==> config.mk <==
export PLATFORM = sky130hd
export DESIGN_NAME = sifh_readout_flat
export DESIGN_NICKNAME = d
export VERILOG_FILES = /design/src/rtl/sifh_readout_if.sv /design/src/rtl/sifh_readout.sv /design/src/flat_wrapper.sv
export SDC_FILE = /design/constraint.sdc
export NUM_CORES = 1
export LEC_CHECK = 0
export CELL_PAD_IN_SITES_DETAIL_PLACEMENT = 0
export CELL_PAD_IN_SITES_GLOBAL_PLACEMENT = 2
export CORE_UTILIZATION = 35
export CTS_CLUSTER_DIAMETER = 120
export DETAILED_ROUTE_END_ITERATION = 12
export GPL_ROUTABILITY_DRIVEN = 0
export GPL_TIMING_DRIVEN = 0
export PLACE_DENSITY = 0.85
export SLEW_MARGIN = 15
export SYNTH_ARGS = -nofsm -noshare
export SYNTH_HDL_FRONTEND = slang
export SYNTH_SLANG_ARGS = --single-unit
==> constraint.sdc <==
create_clock -name clk -period 3.6 [get_ports clk]
set_clock_uncertainty 0.2 [all_clocks]
set_input_delay 0.54 -clock clk [delete_from_list [all_inputs] [get_ports clk]]
set_output_delay 0.54 -clock clk [all_outputs]
set_load 0.1 [all_outputs]
==> src/rtl/sifh_readout_if.sv <==
// Readout stream bundle: one histogram bin per beat, valid/ready handshake.
// The master (sifh_readout) drives data and valid; the consumer drives ready.
interface sifh_readout_if #(
  parameter int PEAK_MAX = 8,
  parameter int BIN_BITS = 10,
  parameter int PIX_BITS = 2
);
  logic [PEAK_MAX-1:0] out_data;
  logic [BIN_BITS-1:0] out_bin;
  logic [PIX_BITS-1:0] out_pixel;
  logic                out_last;
  logic                out_valid;
  logic                out_ready;

  modport master (
    output out_data, out_bin, out_pixel, out_last, out_valid,
    input  out_ready
  );

  modport slave (
    input  out_data, out_bin, out_pixel, out_last, out_valid,
    output out_ready
  );
endinterface

==> src/rtl/sifh_readout.sv <==
// Streams every bin of every pixel out of the histogram RAM (port b) and
// reports the per-pixel peak bin/count as each pixel finishes.
module sifh_readout #(
  parameter int PEAK_MAX = 8,
  parameter int BIN_BITS = 10,
  parameter int PIX_BITS = 2
) (
  input  logic                         clk,
  input  logic                         res,
  input  logic                         start,
  output logic [PIX_BITS+BIN_BITS-1:0] raddr,
  output logic                         rEnable,
  output logic                         readFlag,
  input  logic [PEAK_MAX-1:0]          counts,
  sifh_readout_if.master               stream,
  output logic                         peak_valid,
  output logic [BIN_BITS-1:0]          peak_bin,
  output logic [PEAK_MAX-1:0]          peak_count,
  output logic                         busy,
  output logic                         done
);
  localparam int RAM_ADDR = PIX_BITS + BIN_BITS;

  typedef enum logic [2:0] {IDLE, RD, CAP, OUT, PK, FIN} state_t;

  state_t              state;
  logic [PIX_BITS-1:0] pixel;
  logic [BIN_BITS-1:0] bin;

  function automatic logic [RAM_ADDR-1:0] ramAddr(input logic [PIX_BITS-1:0] pix,
                                                  input logic [BIN_BITS-1:0] b);
    return {pix, b};
  endfunction

  // Bin 0 always seeds the peak; afterwards only a strictly larger count
  // replaces it, so the earliest bin wins a tie.
  function automatic logic isNewPeak(input logic [BIN_BITS-1:0] b,
                                     input logic [PEAK_MAX-1:0] c,
                                     input logic [PEAK_MAX-1:0] best);
    return (b == '0) || (c > best);
  endfunction

  always_ff @(posedge clk or negedge res) begin
    if (!res) begin
      state             <= IDLE;
      pixel             <= '0;
      bin               <= '0;
      raddr             <= '0;
      rEnable           <= 1'b1;
      readFlag          <= 1'b0;
      stream.out_data   <= '0;
      stream.out_bin    <= '0;
      stream.out_pixel  <= '0;
      stream.out_last   <= 1'b0;
      stream.out_valid  <= 1'b0;
      peak_valid        <= 1'b0;
      peak_bin          <= '0;
      peak_count        <= '0;
      busy              <= 1'b0;
      done              <= 1'b0;
    end else begin
      case (state)
        IDLE: begin
          if (start) begin
            pixel      <= '0;
            bin        <= '0;
            peak_bin   <= '0;
            peak_count <= '0;
            raddr      <= ramAddr('0, '0);
            rEnable    <= 1'b0;
            readFlag   <= 1'b1;
            busy       <= 1'b1;
            state      <= RD;
          end
        end
        // Read strobe lasts exactly one cycle; data arrives in CAP.
        RD: begin
          rEnable  <= 1'b1;
          readFlag <= 1'b0;
          state    <= CAP;
        end
        CAP: begin
          stream.out_data  <= counts;
          stream.out_bin   <= bin;
          stream.out_pixel <= pixel;
          stream.out_last  <= (bin == '1) && (pixel == '1);
          stream.out_valid <= 1'b1;
          if (isNewPeak(bin, counts, peak_count)) begin
            peak_bin   <= bin;
            peak_count <= counts;
          end
          state <= OUT;
        end
        // Hold the beat until accepted; the next read is only issued here.
        OUT: begin
          if (stream.out_valid && stream.out_ready) begin
            stream.out_valid <= 1'b0;
            if (bin != '1) begin
              bin      <= bin + 1'b1;
              raddr    <= ramAddr(pixel, bin + 1'b1);
              rEnable  <= 1'b0;
              readFlag <= 1'b1;
              state    <= RD;
            end else begin
              peak_valid <= 1'b1;
              state      <= PK;
            end
          end
        end
        PK: begin
          peak_valid <= 1'b0;
          if (pixel != '1) begin
            pixel      <= pixel + 1'b1;
            bin        <= '0;
            peak_bin   <= '0;
            peak_count <= '0;
            raddr      <= ramAddr(pixel + 1'b1, '0);
            rEnable    <= 1'b0;
            readFlag   <= 1'b1;
            state      <= RD;
          end else begin
            done  <= 1'b1;
            state <= FIN;
          end
        end
        FIN: begin
          done  <= 1'b0;
          busy  <= 1'b0;
          state <= IDLE;
        end
        default: state <= IDLE;
      endcase
    end
  end
endmodule

==> src/flat_wrapper.sv <==
// flat-port wrapper written by rule: the top's interface ports become plain ports
module sifh_readout_flat 
#(
  parameter int PEAK_MAX = 8,
  parameter int BIN_BITS = 10,
  parameter int PIX_BITS = 2
)
  (clk, res, start, raddr, rEnable, readFlag, counts, peak_valid, peak_bin, peak_count, busy, done, stream_out_data, stream_out_bin, stream_out_pixel, stream_out_last, stream_out_valid, stream_out_ready);
  sifh_readout_if #(.PEAK_MAX(PEAK_MAX), .BIN_BITS(BIN_BITS), .PIX_BITS(PIX_BITS)) stream_i ();
  input  logic clk;
  input  logic res;
  input  logic start;
  output logic [PIX_BITS+BIN_BITS-1:0] raddr;
  output logic rEnable;
  output logic readFlag;
  input  logic [PEAK_MAX-1:0] counts;
  output logic peak_valid;
  output logic [BIN_BITS-1:0] peak_bin;
  output logic [PEAK_MAX-1:0] peak_count;
  output logic busy;
  output logic done;
  output wire logic [$bits(stream_i.out_data)-1:0] stream_out_data;
  output wire logic [$bits(stream_i.out_bin)-1:0] stream_out_bin;
  output wire logic [$bits(stream_i.out_pixel)-1:0] stream_out_pixel;
  output wire logic [$bits(stream_i.out_last)-1:0] stream_out_last;
  output wire logic [$bits(stream_i.out_valid)-1:0] stream_out_valid;
  input wire logic [$bits(stream_i.out_ready)-1:0] stream_out_ready;
  assign stream_out_data = stream_i.out_data;
  assign stream_out_bin = stream_i.out_bin;
  assign stream_out_pixel = stream_i.out_pixel;
  assign stream_out_last = stream_i.out_last;
  assign stream_out_valid = stream_i.out_valid;
  assign stream_i.out_ready = stream_out_ready;
  sifh_readout #(.PEAK_MAX(PEAK_MAX), .BIN_BITS(BIN_BITS), .PIX_BITS(PIX_BITS)) u_core (.clk(clk), .res(res), .start(start), .raddr(raddr), .rEnable(rEnable), .readFlag(readFlag), .counts(counts), .stream(stream_i), .peak_valid(peak_valid), .peak_bin(peak_bin), .peak_count(peak_count), .busy(busy), .done(done));
endmodule
==> flow_metrics.env <==
export IMPL_outcome="complete, no violations"
export IMPL_slew_headroom_pct=31.82
export IMPL_synth_edf_count=0
export IMPL_nFillCells=882
export IMPL_min_path_cells=2
export IMPL_slew_violations=0
export IMPL_num_rows=35
export IMPL_cp_data_arrival_time_ns=2.90
export IMPL_critPathKind="in2reg"
export IMPL_p_per_area_nw_per_um2=936.5
export IMPL_die_h_um=101.5
export IMPL_post_cts_buffers=0
export IMPL_synth_area_um2=3465
export IMPL_die_w_um=101.5
export IMPL_synthCells=319
export IMPL_synth_top_family_by_area="compound AO/OA/AOI/OAI gates"
export IMPL_synth_fa_ha_area_share_pct=3.973
export IMPL_dpl_hpwl_um=5739
export IMPL_reg2regPathDepth=7
export IMPL_end_kind="flip-flop"
export IMPL_root_buffer="clkbuf_8"
export IMPL_overflow=0
export IMPL_ys_warn_count=0
export IMPL_first_pass_iters=4
export IMPL_crit_fanout=10
export IMPL_grt_usage_pct=17.12
export IMPL_nets=423
export IMPL_final_hold_viol_count=0
export IMPL_synth_seq_cells=72
export IMPL_yosys_area_top_type_share_pct=51.28
export IMPL_synth_ff_type="dfrtp_1"
export IMPL_ir_drop_mv=0.5934
export IMPL_ant_nets=0
export IMPL_hold_start="u_core.stream.out_pixel[0]$_DFFE_PN0P_"
export IMPL_worst_path_max_delay_cell="clkdlybuf4s50_1"
export IMPL_grt_pass1_vias=2554
export IMPL_cts_tree="done"
export IMPL_final_common_cell="dfrtp_1"
export IMPL_power_w=0.004225
export IMPL_cts_sinks=72
export IMPL_synthTopCellsByArea="dfrtp_1 (51%), mux2_2 (6.5%), a21o_1 (4.8%)"
export IMPL_synth_compound_area_share_pct=16.87
export IMPL_crit_chain="clkdlybuf4s50_1, nand2_1, a311o_1, or3b_1, buf_6, nor2_2, mux2_2"
export IMPL_min_to="u_core.stream.out_pixel[0]$_DFFE_PN0P_"
export IMPL_insertion_delay_ns=0.35
export IMPL_required_ns=3.64
export IMPL_syn2layout_area_growth_pct=30.23
export IMPL_yosysSeqAreaShare_pct=52.04
export IMPL_tightest_slew_ns=1.020
export IMPL_fmax_mhz=348.8
export IMPL_clkSlewWorstSetupHoldPaths_ns=0.08
export IMPL_io_buffers=68
export IMPL_fin_crit_ns=2.867
export IMPL_stdcell_area_um2=4512
export IMPL_synthSimpleGateAreaFrac_pct=13.25
export IMPL_totalWireLength_um=8102
export IMPL_start_kind="input pin"
export IMPL_h_tree_depth=3
export IMPL_multi_input_area_um2=1486
export IMPL_antenna_found_initial=0
export IMPL_setup_viol=0
export IMPL_syn_avg_cell_area_um2=10.86
export IMPL_r2r_setup_slack_ns=0.76
export IMPL_vias_per_cell=4.959
export IMPL_min_period_over_period_pct=79.64
export IMPL_r2r_start="u_core.state[1]$_DFFE_PN0P_"
export IMPL_dpl_instance_area_um2=4332
export IMPL_vias=2648
export IMPL_io_pins=69
export IMPL_fp_dieArea_um2=10300
export IMPL_grt_pass1_wl_um=13320
export IMPL_layout_common_cells="dfrtp_1 (71), clkdlybuf4s50_1 (67), nand2_1 (27)"
export IMPL_cts_made_buffers=9
export IMPL_synth_xor_area_share_pct=2.022
export IMPL_initial_core_util_pct=36.80
export IMPL_drt_iter0_drc=110
export IMPL_hold_class="reg2reg"
export IMPL_syn_nets=342
export IMPL_p_leak_nw=2.125
export IMPL_rsz0062_at_grt="no"
export IMPL_synthMuxAreaShare_pct=6.789
export IMPL_ff_latch_area_um2=1803
export IMPL_drive_above_1_share_pct=12.35
export IMPL_cpPeakStageDelay_ns=0.50
export IMPL_synth_cell_type_count=47
export IMPL_fp_coreArea_um2=9415
export IMPL_drc=0
export IMPL_antenna_diode_count=0
export IMPL_grt_start_max_net_pins=55
export IMPL_synth_largest_area_cell="dfrtp_1"
export IMPL_clk_path_buf_depth=2
export IMPL_wl_per_cell_um=15.17
export IMPL_drv_cap=0
export IMPL_synthArstFlopShare_pct=100.0
export IMPL_worst_r2r_endpoint="u_core.peak_bin[7]$_DFFE_PN0P_"
-- routing by layer --
layer / track usage (%) / routed length [µm]
met5: 0 / 0
met4: 6.020 / 82
met3: 4.900 / 499
met2: 24.49 / 3595
met1: 24.69 / 3925
-- worst max-delay path by stage --
stage	startpoint	to	slack [ns]	cells past startpoint
after floorplan	u_core.peak_count[1]$_DFFE_PN0P_	u_core.peak_count[0]$_DFFE_PN0P_	0.60	8
after global placement	res	u_core.peak_count[0]$_DFFE_PN0P_	-0.83	1
after detailed placement	counts[1]	u_core.peak_bin[7]$_DFFE_PN0P_	0.35	8
after CTS	u_core.state[1]$_DFFE_PN0P_	u_core.peak_bin[7]$_DFFE_PN0P_	0.72	7
after global routing	u_core.pixel[0]$_DFFE_PN0P_	u_core.raddr[1]$_DFFE_PN0P_	0.57	8
final	stream_out_ready	u_core.raddr[11]$_DFFE_PN0P_	0.73	7
-- report_power, final --
group / switching, W / internal (W)
registers: 0.000118 / 0.00100
clock network: 0.000322 / 0.000248
logic: 0.00184 / 0.000697
total: 0.00228 / 0.00195
-- worst max-delay path, delay by kind of cell --
family,cells,cell delay [ns]
mux,1,0.39
simple gates,3,0.91
buf+inv,2,0.65
compound gates,1,0.41
-- logic make-up (layout without fill, tap and decap cells) --
logic type | count (synthesis) | after routing
AND/OR/NAND/NOR | 89 | 89
flip-flops | 72 | 72
AO/OA/AOI/OAI | 80 | 80
multiplexers | 21 | 21
adder cells (fa/ha/maj) | 11 | 11
XOR/XNOR | 8 | 8
buffers and inverters | 38 | 124
-- area by class of cell --
class | instances | area share (%)
inverters | 18 | 1.498
plain buffers | 20 | 2.385
well taps | 129 | 3.577
repair buffers | 70 | 15.86
clock buffers | 9 | 2.745
flip-flops and latches | 72 | 39.96
clock inverters | 7 | 1.026
multi-input cells | 209 | 32.95
-- stage by stage --
stage / hold WS, ns / utilization (%) / setup TNS (ns) / std cells / worst slack [ns]
finish: 0.2753 / 47.92 / 0 / 534 / 0.7331
global route: 0.2915 / 47.92 / 0 / 534 / 0.5684
detailed placement: 0.2404 / 46.01 / 0 / 517 / 0.3468
CTS: 0.2833 / 47.92 / 0 / 534 / 0.7187
floorplan: 0.04441 / - / 0 / 319 / 0.6044
global placement: 0.2588 / 45.74 / -58.91 / 516 / -0.8329
-- synthesized netlist by cell type, drive strengths merged (3+ instances only) --
library cell  number
xor2               3
nand4              4
a21oi             12
nor4               3
ha                11
nor2              17
buf                9
xnor2              5
and2              12
and4               3
o21ai             11
mux2              20
nor2b              3
clkbuf            11
dfrtp             71
inv               18
nand3              8
a21o              22
nor3               4
a22o              12
a31oi              8
nand2             27
-- registers in the layout, summed over array words and instances (netlist names) --
register                 flops
u_core.readFlag              1
u_core.stream.out_last       1
u_core.stream.out_data       8
u_core.bin                  10
u_core.pixel                 2
u_core.stream.out_valid      1
u_core.stream.out_pixel      2
u_core.peak_bin             10
u_core.peak_count            8
u_core.rEnable               1
u_core.peak_valid            1
u_core.state                 3
u_core.busy                  1
u_core.done                  1
u_core.raddr                12
u_core.stream.out_bin       10
-- what timing repair did --
item,CTS,global route
endpoints found under the hold margin,18,0
gates resized for setup,0,0
hold buffers,1,0
(Power assumes the default switching activity.)
